### src/rtl/transmissor_ataque.sv
// Serial attack initiator: sends a row/column frame and decodes the 2-bit reply.
// Define PARIDADE_EN to add even parity to both the outgoing frame and the reply.
module transmissor_ataque #(
  parameter int CICLOS_POR_BIT = 16,
  parameter int TIMEOUT_BITS   = 64
) (
  input  logic       clock_in,
  input  logic       reset_n,
  input  logic [2:0] coordLinha,
  input  logic [2:0] coordColuna,
  input  logic       confirmar,
  input  logic       rx,
  output logic       tx,
  output logic       ocupado,
  output logic       resposta_valida,
  output logic       acerto,
  output logic       repetido,
  output logic       erro,
  output logic [1:0] cod_erro
);
`ifdef PARIDADE_EN
  localparam int TX_BITS = 9;
  localparam int RX_BITS = 4;
`else
  localparam int TX_BITS = 8;
  localparam int RX_BITS = 3;
`endif
  localparam int CW   = $clog2(CICLOS_POR_BIT + 1);
  localparam int TOUT = TIMEOUT_BITS * CICLOS_POR_BIT;
  localparam int TW   = $clog2(TOUT + 1);
  localparam int MEIO = CICLOS_POR_BIT / 2;

  typedef enum logic [2:0] {OCIOSO, ENVIA, AGUARDA, RECEBE, CONCLUI} estado_t;

  estado_t              estado_q, estado_d;
  logic                 rx_s1_q, rx_s2_q, rx_ant_q;
  logic [TX_BITS-1:0]   quadro_q, quadro_d;
  logic [3:0]           bit_q, bit_d;
  logic [CW-1:0]        cyc_q, cyc_d;
  logic [TW-1:0]        to_q, to_d;
  logic                 chk_q, chk_d;
  logic [RX_BITS-2:0]   dados_q, dados_d;
  logic                 acerto_q, acerto_d, repetido_q, repetido_d;
  logic                 erro_q, erro_d, rv_q, rv_d;
  logic [1:0]           cod_q, cod_d;
  logic                 fora, falha, par_ok;
  logic [TX_BITS-1:0]   quadro_novo;

  assign fora = (coordLinha > 3'd6) || (coordColuna > 3'd4);
`ifdef PARIDADE_EN
  assign quadro_novo = {1'b1, ^{coordColuna, coordLinha}, coordColuna, coordLinha, 1'b0};
  assign par_ok      = ~(^dados_q);
`else
  assign quadro_novo = {1'b1, coordColuna, coordLinha, 1'b0};
  assign par_ok      = 1'b1;
`endif
  // dados_q[0] is the first data bit received (acerto), [1] is repetido
  assign falha = !rx_s2_q || (dados_q[0] && dados_q[1]) || !par_ok;

  always_ff @(posedge clock_in) begin
    if (!reset_n) estado_q <= OCIOSO;
    else          estado_q <= estado_d;
  end

  always_ff @(posedge clock_in) begin
    if (!reset_n) begin
      rx_s1_q <= 1'b1; rx_s2_q <= 1'b1; rx_ant_q <= 1'b1;
      quadro_q <= '1; bit_q <= '0; cyc_q <= '0; to_q <= '0; chk_q <= 1'b0;
      dados_q <= '0; acerto_q <= 1'b0; repetido_q <= 1'b0;
      erro_q <= 1'b0; rv_q <= 1'b0; cod_q <= 2'b00;
    end else begin
      rx_s1_q <= rx; rx_s2_q <= rx_s1_q; rx_ant_q <= rx_s2_q;
      quadro_q <= quadro_d; bit_q <= bit_d; cyc_q <= cyc_d; to_q <= to_d; chk_q <= chk_d;
      dados_q <= dados_d; acerto_q <= acerto_d; repetido_q <= repetido_d;
      erro_q <= erro_d; rv_q <= rv_d; cod_q <= cod_d;
    end
  end

  always_comb begin
    estado_d = estado_q;
    quadro_d = quadro_q; bit_d = bit_q; cyc_d = cyc_q; to_d = to_q; chk_d = chk_q;
    dados_d = dados_q; acerto_d = acerto_q; repetido_d = repetido_q; cod_d = cod_q;
    erro_d = 1'b0; rv_d = 1'b0;
    case (estado_q)
      OCIOSO: if (confirmar) begin
        acerto_d = 1'b0; repetido_d = 1'b0; cod_d = 2'b00;
        if (fora) begin
          erro_d = 1'b1; cod_d = 2'b01;
        end else begin
          quadro_d = quadro_novo; bit_d = '0; cyc_d = '0; estado_d = ENVIA;
        end
      end
      ENVIA: if (cyc_q == CW'(CICLOS_POR_BIT - 1)) begin
        cyc_d = '0;
        if (bit_q == 4'(TX_BITS - 1)) begin
          estado_d = AGUARDA; to_d = '0; chk_d = 1'b0;
        end else begin
          bit_d = bit_q + 4'd1; quadro_d = {1'b1, quadro_q[TX_BITS-1:1]};
        end
      end else cyc_d = cyc_q + CW'(1);
      AGUARDA: begin
        // timeout keeps running through a start-bit check, so glitches never extend the wait
        to_d = to_q + TW'(1);
        if (to_q == TW'(TOUT - 1)) begin
          estado_d = CONCLUI; erro_d = 1'b1; cod_d = 2'b10;
        end else if (chk_q) begin
          if (cyc_q == CW'(MEIO)) begin
            chk_d = 1'b0;
            if (!rx_s2_q) begin
              estado_d = RECEBE; cyc_d = CW'(1); bit_d = '0;
            end
          end else cyc_d = cyc_q + CW'(1);
        end else if (rx_ant_q && !rx_s2_q) begin
          chk_d = 1'b1; cyc_d = CW'(1);
        end
      end
      RECEBE: if (cyc_q == CW'(CICLOS_POR_BIT)) begin
        cyc_d = CW'(1);
        if (bit_q == 4'(RX_BITS - 1)) begin
          estado_d = CONCLUI;
          if (falha) begin
            erro_d = 1'b1; cod_d = 2'b11;
          end else begin
            acerto_d = dados_q[0]; repetido_d = dados_q[1]; rv_d = 1'b1;
          end
        end else begin
          if (RX_BITS > 3) dados_d = {rx_s2_q, dados_q[RX_BITS-2:1]};
          else             dados_d = {rx_s2_q, dados_q[RX_BITS-2]};
          bit_d = bit_q + 4'd1;
        end
      end else cyc_d = cyc_q + CW'(1);
      CONCLUI: estado_d = OCIOSO;
      default: estado_d = OCIOSO;
    endcase
  end

  always_comb begin
    tx              = (estado_q == ENVIA) ? quadro_q[0] : 1'b1;
    ocupado         = (estado_q != OCIOSO);
    resposta_valida = rv_q;
    erro            = erro_q;
    acerto          = acerto_q;
    repetido        = repetido_q;
    cod_erro        = cod_q;
  end
endmodule

### config.mk
export PLATFORM = sky130hd
export DESIGN_NAME = transmissor_ataque
export DESIGN_NICKNAME = d
export VERILOG_FILES = /design/src/rtl/transmissor_ataque.sv
export SDC_FILE = /design/constraint.sdc
export NUM_CORES = 1
export LEC_CHECK = 0
export BUFFER_PORTS_ARGS = -buffer_cell sky130_fd_sc_hd__buf_4
export CELL_PAD_IN_SITES_DETAIL_PLACEMENT = 1
export CELL_PAD_IN_SITES_GLOBAL_PLACEMENT = 1
export CORE_ASPECT_RATIO = 1.4
export CORE_MARGIN = 3
export CORE_UTILIZATION = 45
export DETAILED_ROUTE_END_ITERATION = 12
export HOLD_SLACK_MARGIN = 0.05
export PLACE_DENSITY_LB_ADDON = 0.25
export SYNTH_ARGS = -nofsm -noshare
export SYNTH_HDL_FRONTEND = slang
export SYNTH_SLANG_ARGS = --single-unit
export TNS_END_PERCENT = 1
### constraint.sdc
create_clock -name clock_in -period 2.55 [get_ports clock_in]
set_input_delay 0.51 -clock clock_in [delete_from_list [all_inputs] [get_ports clock_in]]
set_output_delay 0.51 -clock clock_in [all_outputs]
set_load 0.1 [all_outputs]
==> results list, run 1 <==
- The run finished with clean final reports.
- For this run, the leading register cell type out of synthesis is sky130_fd_sc_hd__dfxtp_1.
- The share of total power dissipated in the clock network is 0.379.
- The critical path is of the flop to output port type.
- Crit Path Max Fanout: 10
- The die is 67.2 um wide.
- The die covers 6160 um2.
* Final worst path period need: 2.23 ns
- First drt pass iteration count: 4
- On the final layout, the worst clock skew is 0.00697 ns.
- Setup violations remaining at the end of the flow were counted as 0.
- The die is between 90 and 100 um tall.
- Of the total power, combinational logic draws 0.125.
* DRC viols: 0
- Clock Root Buffer: sky130_fd_sc_hd__clkbuf_8
- Critical path capture point type: output port
* Longest Clk Path Bufs: 2
- Global routing finished with a remaining overflow of 0.
- TritonCTS built the clock tree.
- After synthesis, the share of flip-flops with an asynchronous set or reset is 0.
- Number of hold buffers added after CTS: 0
- Synthesis inferred 42 register bits.
- Count of mapped cells out of synthesis: 273
* Placed cell area: 2560 um2
* Cell seen most often among critical-path stages: sky130_fd_sc_hd__buf_4
- Final hold violation count: 0
- Kind of path behind the tightest hold check: input pin to flop
* Number of nets in the finished design: 309
* Detail-routed net length per standard cell: between 15 and 20 um
- Of the total power, the share spent switching nets is 0.262.
- CP Data Arrival Time: 1.72 ns
- Most frequent cells after synthesis: sky130_fd_sc_hd__dfxtp_1 (42), sky130_fd_sc_hd__nor2_1 (30), sky130_fd_sc_hd__nand2_1 (24)
- At the end of routability-driven placement, the weighted congestion stood at 0.808.
* Cells taking the most area after synthesis: sky130_fd_sc_hd__dfxtp_1 (36%), sky130_fd_sc_hd__nor2_1 (4.8%), sky130_fd_sc_hd__nand2_1 (3.8%)
* Biggest area consumer among synthesized cells: sky130_fd_sc_hd__dfxtp_1
- Dividing the final minimum period by the clock period gives 0.873.
- Yosys mapped a number of flops with a built-in enable equal to 0.
- For the pin with the worst max-slew slack, the measured transition is just over 0.7 ns.
- Share of post-route cells with drive strength above 1: 0.157
* Minimum setup slack among reg-to-reg paths: 0.36 ns
- H-tree levels: 2
- Endpoint required time on the critical path: 2.04 ns
- For the worst-skew pair, the clock arrives at the later sink with an insertion delay of 0.30 ns.
- After synthesis, the netlist uses 60 different library cells.
- IR analysis of the VDD net gives a maximum drop of slightly above 0.3 mV.
- Share of the yosys chip area belonging to registers: 0.356
- Global-route total usage across every layer: 0.218
- For this design the ratio of total power to cell area is 519 nW/um2.
- Final number of max-transition violations: 0
- In this run the tool buffered the top-level ports with 17 buffer cells.
- Cell internal power was estimated by the tool at 1.02 mW.
- Entering global routing, the biggest net connects 19 pins.
* Critical path's largest stage delay: 0.58 ns
* First DRT Iteration DRCs: 76
* Boundary pin count: 18
- Top-area cell type share of the netlist area: 0.356
- Vias in the first global route: 2,105
- Cell area after synthesis: 2360 um2
- Compound-cell area share of the yosys netlist: 0.191
* Overall routed net length: 6190 um
- Area of all placed cells without fillers: 2670 um2
- After clock tree synthesis, the clock-pin slew on the worst setup and hold paths is 0.08 ns.
- Top delay family on crit path: flip-flops
- Max frequency: 0.449 GHz
* Antenna-violating nets left: 0
* Cell with the most instances after synthesis: sky130_fd_sc_hd__dfxtp_1
- The average instance in the mapped netlist occupies 8.64 um2.
- Simple-gate area share of the yosys netlist: 0.311
- In this run the tightest slew margin relative to its limit is 0.522.
- Initial Util: 0.476
* Number of antenna violations at the first check in global routing: 0
* DPL Wire Length: 4680 um
- STA classifies the critical path startpoint as a flop.
- Post-CTS timing repair inserted 0 buffers for setup.
* Total CTS buffers: 5
- Switching power summed over all nets: 0.364 mW
- The first global-routing pass estimated 10,300 um of wire.
* Total buffers and inverters traversed by the critical path: 2
* Per-cell via count in the routed design: 5.83
- Combinational family with the most area after synthesis: simple AND/OR/NAND/NOR gates
- Synth Area in Adders: 0.0371
- The number of nets handed over by synthesis was 290.
- Row count: 30
- Leakage power: 0.988 nW
- Clock sinks: 42
* Yosys warning count: 0
- Setup repair after global routing missed its margin: no
- Walking the worst path, the cells encountered are nor3b_1, buf_4, nand2b_1, buf_4.
* Total via count in the routed design: 2,081
* Fin Setup TNS: 0 ns
- Antenna cells: 0
- Number of max-cap violations: 0
- Worst path slowest cell: sky130_fd_sc_hd__dfxtp_1
- Area growth from synthesis to layout: 13.3%
* Post-CTS resize count: 0
* Xor-xnor portion of the synthesized cell area: 0.0334
- Portion of netlist area occupied by mux cells: 0.0297
- Sequential share of power: 0.495
- The floorplan step defined a core boundary enclosing 4950 um2.
## state kept, by name, indices dropped and copies added (netlist names)
name,cells
rx_ant_q,1
rx_s2_q,1
rx_s1_q,1
cod_erro,2
quadro_q,7
repetido,1
acerto,1
cyc_q,5
dados_q,2
resposta_valida,1
to_q,11
chk_q,1
erro,1
estado_q,3
bit_q,4
## cell usage in the layout (no fill, tap or decap), types with 4 or more instances in the layout
cell and n:
sky130_fd_sc_hd__nand2b_1 7, sky130_fd_sc_hd__nand2_1 24, sky130_fd_sc_hd__ha_1 7, sky130_fd_sc_hd__xnor2_1 9, sky130_fd_sc_hd__nor2b_1 5, sky130_fd_sc_hd__a21oi_1 17
sky130_fd_sc_hd__o211ai_1 5, sky130_fd_sc_hd__buf_4 24, sky130_fd_sc_hd__o21ai_1 4, sky130_fd_sc_hd__nor3_1 6, sky130_fd_sc_hd__clkbuf_8 5, sky130_fd_sc_hd__inv_1 10
sky130_fd_sc_hd__nor3b_1 4, sky130_fd_sc_hd__dfxtp_1 42, sky130_fd_sc_hd__nand4_1 4, sky130_fd_sc_hd__mux2i_1 7, sky130_fd_sc_hd__nand3_1 13, sky130_fd_sc_hd__nor2_1 30
sky130_fd_sc_hd__nor4_1 5, sky130_fd_sc_hd__o21ai_0 9
## cells by family after synthesis
kind of cell             Yosys count
AO/OA/AOI/OAI                     65
XOR/XNOR                           9
adder cells (fa/ha/maj)            7
buffers and inverters             23
flip-flops                        42
multiplexers                       7
AND/OR/NAND/NOR                  120
## power by group through the flow
| stage | clock network, mW | registers [mW] | logic [mW] |
|---|---|---|---|
| CTS | 0.541 | 0.687 | 0.175 |
| floorplan | 0 | 0.717 | 0.106 |
| detailed placement | 0 | 0.702 | 0.173 |
| global placement | 0 | 0.701 | 0.169 |
| global route | 0.577 | 0.689 | 0.190 |
| finish | 0.526 | 0.687 | 0.174 |
## metrics by stage
| stage | util | power (mW) | hold slack (ns) | std cells | setup slack (ns) |
|---|---|---|---|---|---|
| 2_1_floorplan | - | 0.823 | 0.386 | 273 | 0.388 |
| 3_3_place_gp | 0.517 | 0.870 | 0.426 | 349 | 0.470 |
| 3_5_place_dp | 0.517 | 0.876 | 0.424 | 349 | 0.378 |
| 4_1_cts | 0.539 | 1.40 | 0.389 | 357 | 0.338 |
| 5_1_grt | 0.539 | 1.46 | 0.392 | 357 | 0.175 |
| 6_report | 0.539 | 1.39 | 0.393 | 357 | 0.324 |
## metal layers
layer	vias to the layer above	GRT usage	part of all wire
met5	-	0	0
met4	0	0.0592	0.011
met3	7	0.0392	0.025
met2	30	0.396	0.54
met1	1012	0.252	0.42
li1	1032	-	-
## path summary, 6_finish.rpt
path,start,to,cells after the start
worst max-delay path,estado_q[0],tx,4
worst min-delay path,rx,rx_s1_q,2
worst max register to register,cyc_q[0],bit_q[1],9
worst min register to register,rx_s1_q,rx_s2_q,1
## worst register-to-register path, delay by kind of cell, from the launching register on
family | cells | cell delay, ns
AND/OR/NAND/NOR | 4 | 0.78
adder cells (fa/ha/maj) | 2 | 0.50
flip-flops | 1 | 0.45
AO/OA/AOI/OAI | 2 | 0.32
buffers and inverters | 1 | 0.08
## final cells by class
type	instances	area, um2
Tap cell	64	80.1
Sequential cell	42	841
Inverter	11	41.3
Clock buffer	5	68.8
Timing Repair Buffer	24	180
Multi-Input combinational cell	208	1420
Clock inverter	3	40.0
Fill cell	605	2280
No activity file was read; power rests on OpenSTA's default activity.
==> run 2, diff against run 1 <==
ABC_AREA = 1   (was unset)
CORE_MARGIN = 2   (was 3)
CORE_UTILIZATION = 43   (was 45)
==> results list, run 2 <==
- The run finished with clean final reports.
- Final worst path period need: 2.16 ns
- In the post-synthesis netlist, the cell with the most instances is sky130_fd_sc_hd__nand2_1.
- Relative contribution of the clock network to total power: 0.213
- In this run the tightest slew margin relative to its limit is 0.666.
- For this run, the number of standard cells in the final layout without fillers is 466.
* Hold_sp: rx
- Dividing the detail-routed via count by the number of cells gives 5.30.
- Antenna-violating nets left: 0
- For the final database, setup skew stands at ~0.010 ns.
- The worst setup path is launched from a flop.
* Cell area after synthesis: between 2000 and 3000 um2
- Max frequency: 0.464 GHz
* Fin Setup TNS: 0 ns
- Sequential share of power: 0.333
* Most frequent cells after synthesis: sky130_fd_sc_hd__nand2_1 (117), sky130_fd_sc_hd__nand3_1 (47), sky130_fd_sc_hd__dfxtp_1 (42)
- The number of buffers and inverters on the critical path is 2.
- Port buffering added 17 buffers.
* CTS tree: built
- Of the cells placed in the final design, the portion with a size suffix greater than 1 is 0.154.
- Minimum setup slack among reg-to-reg paths: roughly 0.53 ns
- Clock sinks: 42
- The register with the most flip-flops in the final layout is to_q.
* Area growth from synthesis to layout: 11.7%
- Synthesis inferred 42 register bits.
- Transition time at the pin with the least slew margin: approximately 0.5 ns
- Number of antenna violations at the first check in global routing: 0
* Cells taking the most area after synthesis: sky130_fd_sc_hd__dfxtp_1 (33%), sky130_fd_sc_hd__nand2_1 (17%), sky130_fd_sc_hd__nand3_1 (9.3%)
- After filler insertion, the fill cell instance count of the layout stands at 771.
* Proportion of power drawn by combinational gates: 0.455
- Number of setup buffers added after CTS: 0
- Largest net degree at the start of global routing: 23
- For the worst setup path, the data arrival time is between 1.5 and 2 ns.
- Endpoint of the most critical register-to-register path: bit_q[3]
- Worst path slowest cell: sky130_fd_sc_hd__dfxtp_1
- Of the post-synthesis cell area, the dominant cell type holds 0.334.
* Antenna cells: 0
* Longest Clk Path Bufs: 2
- Leakage power: 1.26 nW
- The share of the Yosys chip area taken by registers is 0.334.
* Syn Nets: a little under 400
- Summing over every cut layer, the via total after detailed routing is ~2.5k.
- Commonest non-fill, non-tap cell in the layout: sky130_fd_sc_hd__nand2_1
- In this run, CTS created clock tree buffers numbering 5.
- H-tree levels: 2
- Post-Route Hold Slack: 0.413 ns
- In the final routed layout, each cell accounts on average for ~15 um.
- First DRT Iteration DRCs: 85
- From left edge to right edge, the die measures 68.7 um.
* Flip-flop count of the largest register after layout: 11
- IR analysis of the VDD net gives a maximum drop of 0.530 mV.
* Most frequent cells in the layout: sky130_fd_sc_hd__nand2_1 (117), sky130_fd_sc_hd__nand3_1 (47), sky130_fd_sc_hd__dfxtp_1 (42)
- At the later pin of the worst-skew pair, clock insertion delay measures roughly 0.3 ns.
* Initial Util: 0.438
- For this run, the share of the core covered by cells in the final layout is 0.490.
* Number of different library cells in the post-synthesis netlist: 33
- Total area of multi-input combinational cells: approximately 1500 um2
- The synthesized design spends more area on one cell type than any other, namely sky130_fd_sc_hd__dfxtp_1.
- For this run, the total global-route usage over all layers was measured as 0.237.
- The floorplan has 33 rows.
- In this run the worst hold path is classified as input pin to flop.
* Endpoint required time on the critical path: 2.04 ns
* Mean area per synthesized cell: roughly 6.7 um2
- Cells traversed along the worst timing path: inv_4, nand2_4, or2_2, buf_4
* Final worst path period share: 0.845
- Instance count along the most critical hold path: 2
- The wire-length estimate of the detail-placed layout is ~5300 um.
- Summing all flip-flop and latch instances after layout gives 841 um2.
* Boundary pin count: 18
- Clock Root Buffer: sky130_fd_sc_hd__clkbuf_8
* First drt pass iteration count: 4
* Final hold violation count: 0
- The first global-routing pass estimated 11,500 um of wire.
* Switching power summed over all nets: about 1.1 mW
* Total power: 2.50 mW
* Crit Reg-Reg Startpoint: cyc_q[0]
* Total of endpoints with negative setup slack in the final report: 0
* Critical path's largest stage delay: a little over 0.6 ns
- Proportion of register bits with asynchronous set or reset after synthesis: 0
- Number of nets in the finished design: 412
- Counting tap cells, the placed design contains a total of 458 instances.
- Predominant post-synthesis flop cell: sky130_fd_sc_hd__dfxtp_1
* GRT overflow: 0
* Crit Path Max Fanout: 10
* Number of hold buffers added after CTS: 0
* Placer Congestion: 0.849
- Critical path capture point type: output port
- Vias in the first global route: 2,489
- Registers with the most flip-flops: to_q: 11 flops, quadro_q: 7 flops, cyc_q: 5 flops
* Net Sw Frac: 0.457
* Clock slew seen by the registers of the worst setup and hold paths: 0.08 ns
- In this design, the largest share of critical-path delay is due to flip-flops.
* Worst hold path endpoint: rx_s1_q
* EDFF count, synth: 0
- Cell area power density: 888 nW/um2
- In the routed design, unresolved DRC markers number 0.
- Gates resized during post-CTS repair numbered 0.
- The worst register-to-register path has a depth of 11.
- Height of the die: around 95 um
- Die area: 6490 um2
- Floorplan Core Area: 5740 um2
* Cell internal pwr: 1.35 mW
- Count of mapped cells out of synthesis: 376
- The number of max-slew violations in the final report came to 0.
* Setup repair after global routing missed its margin: no
* Number of max-cap violations: 0
* Yosys warning count: 0
* Overall routed net length: 6930 um
- The critical path is of the flop to output port type.
==> run 2: changes by cell type in the layout (fill, tap and decap cells not counted), sizes merged, moves of 6 or more <==
cell,before,now
nand2,24,127
nor4,8,0
nor2,30,52
xnor2,9,1
buf,24,17
inv,10,40
a21oi,17,23
nand3,13,48
mux2i,7,0
nand2b,7,0
==> run 2: routing by layer <==
metal / global-route usage / up-vias / routed length, um
li1: - / 1238 / -
met1: 0.241 / 1167 / 2690
met2: 0.446 / 41 / 3780
met3: 0.0346 / 24 / 154
met4: 0.120 / 0 / 306
met5: 0 / - / 0
==> run 2: logic make-up (layout without fill, tap and decap cells) <==
family / Yosys count / in the layout / synth area share
flops: 42 / 42 / 0.334
simple gates: 244 / 244 / 0.461
xor+xnor: 2 / 2 / 0.00696
compound gates: 36 / 36 / 0.0900
fa+ha+maj: 7 / 7 / 0.0348
buf+inv: 45 / 65 / 0.0726
==> run 2: power by group through the flow <==
stage / clock, mW / sequential [mW] / combinational [mW]
floorplan: 0 / 0.898 / 0.826
global placement: 0 / 0.841 / 1.11
detailed placement: 0 / 0.846 / 1.13
CTS: 0.540 / 0.831 / 1.14
global route: 0.562 / 0.843 / 1.25
finish: 0.531 / 0.830 / 1.13
==> run 2: area by class of cell <==
type	instances	share of cell area
timing repair buffer	17	0.0454
sequential	42	0.299
clock inverter	3	0.0142
clock buffer	5	0.0245
inverter	40	0.0543
multi-input combinational	289	0.531
tap	70	0.0312
==> run 2: stage by stage <==
stage | worst slack, ns | instance area [um2]
2_1_floorplan | 0.715 | 2520
3_3_place_gp | 0.701 | 2700
3_5_place_dp | 0.608 | 2700
4_1_cts | 0.380 | 2810
5_1_grt | 0.273 | 2810
6_report | 0.394 | 2810
==> run 2: worst max-delay path by stage <==
stage	from	to	slack, ns	cells past startpoint
after floorplan	estado_q[2]	quadro_q[0]	0.71	8
after global placement	cyc_q[0]	quadro_q[0]	0.70	11
after detailed placement	cyc_q[0]	quadro_q[0]	0.61	11
after CTS	estado_q[1]	tx	0.38	4
after global routing	cyc_q[0]	quadro_q[0]	0.27	11
final	estado_q[1]	tx	0.39	4
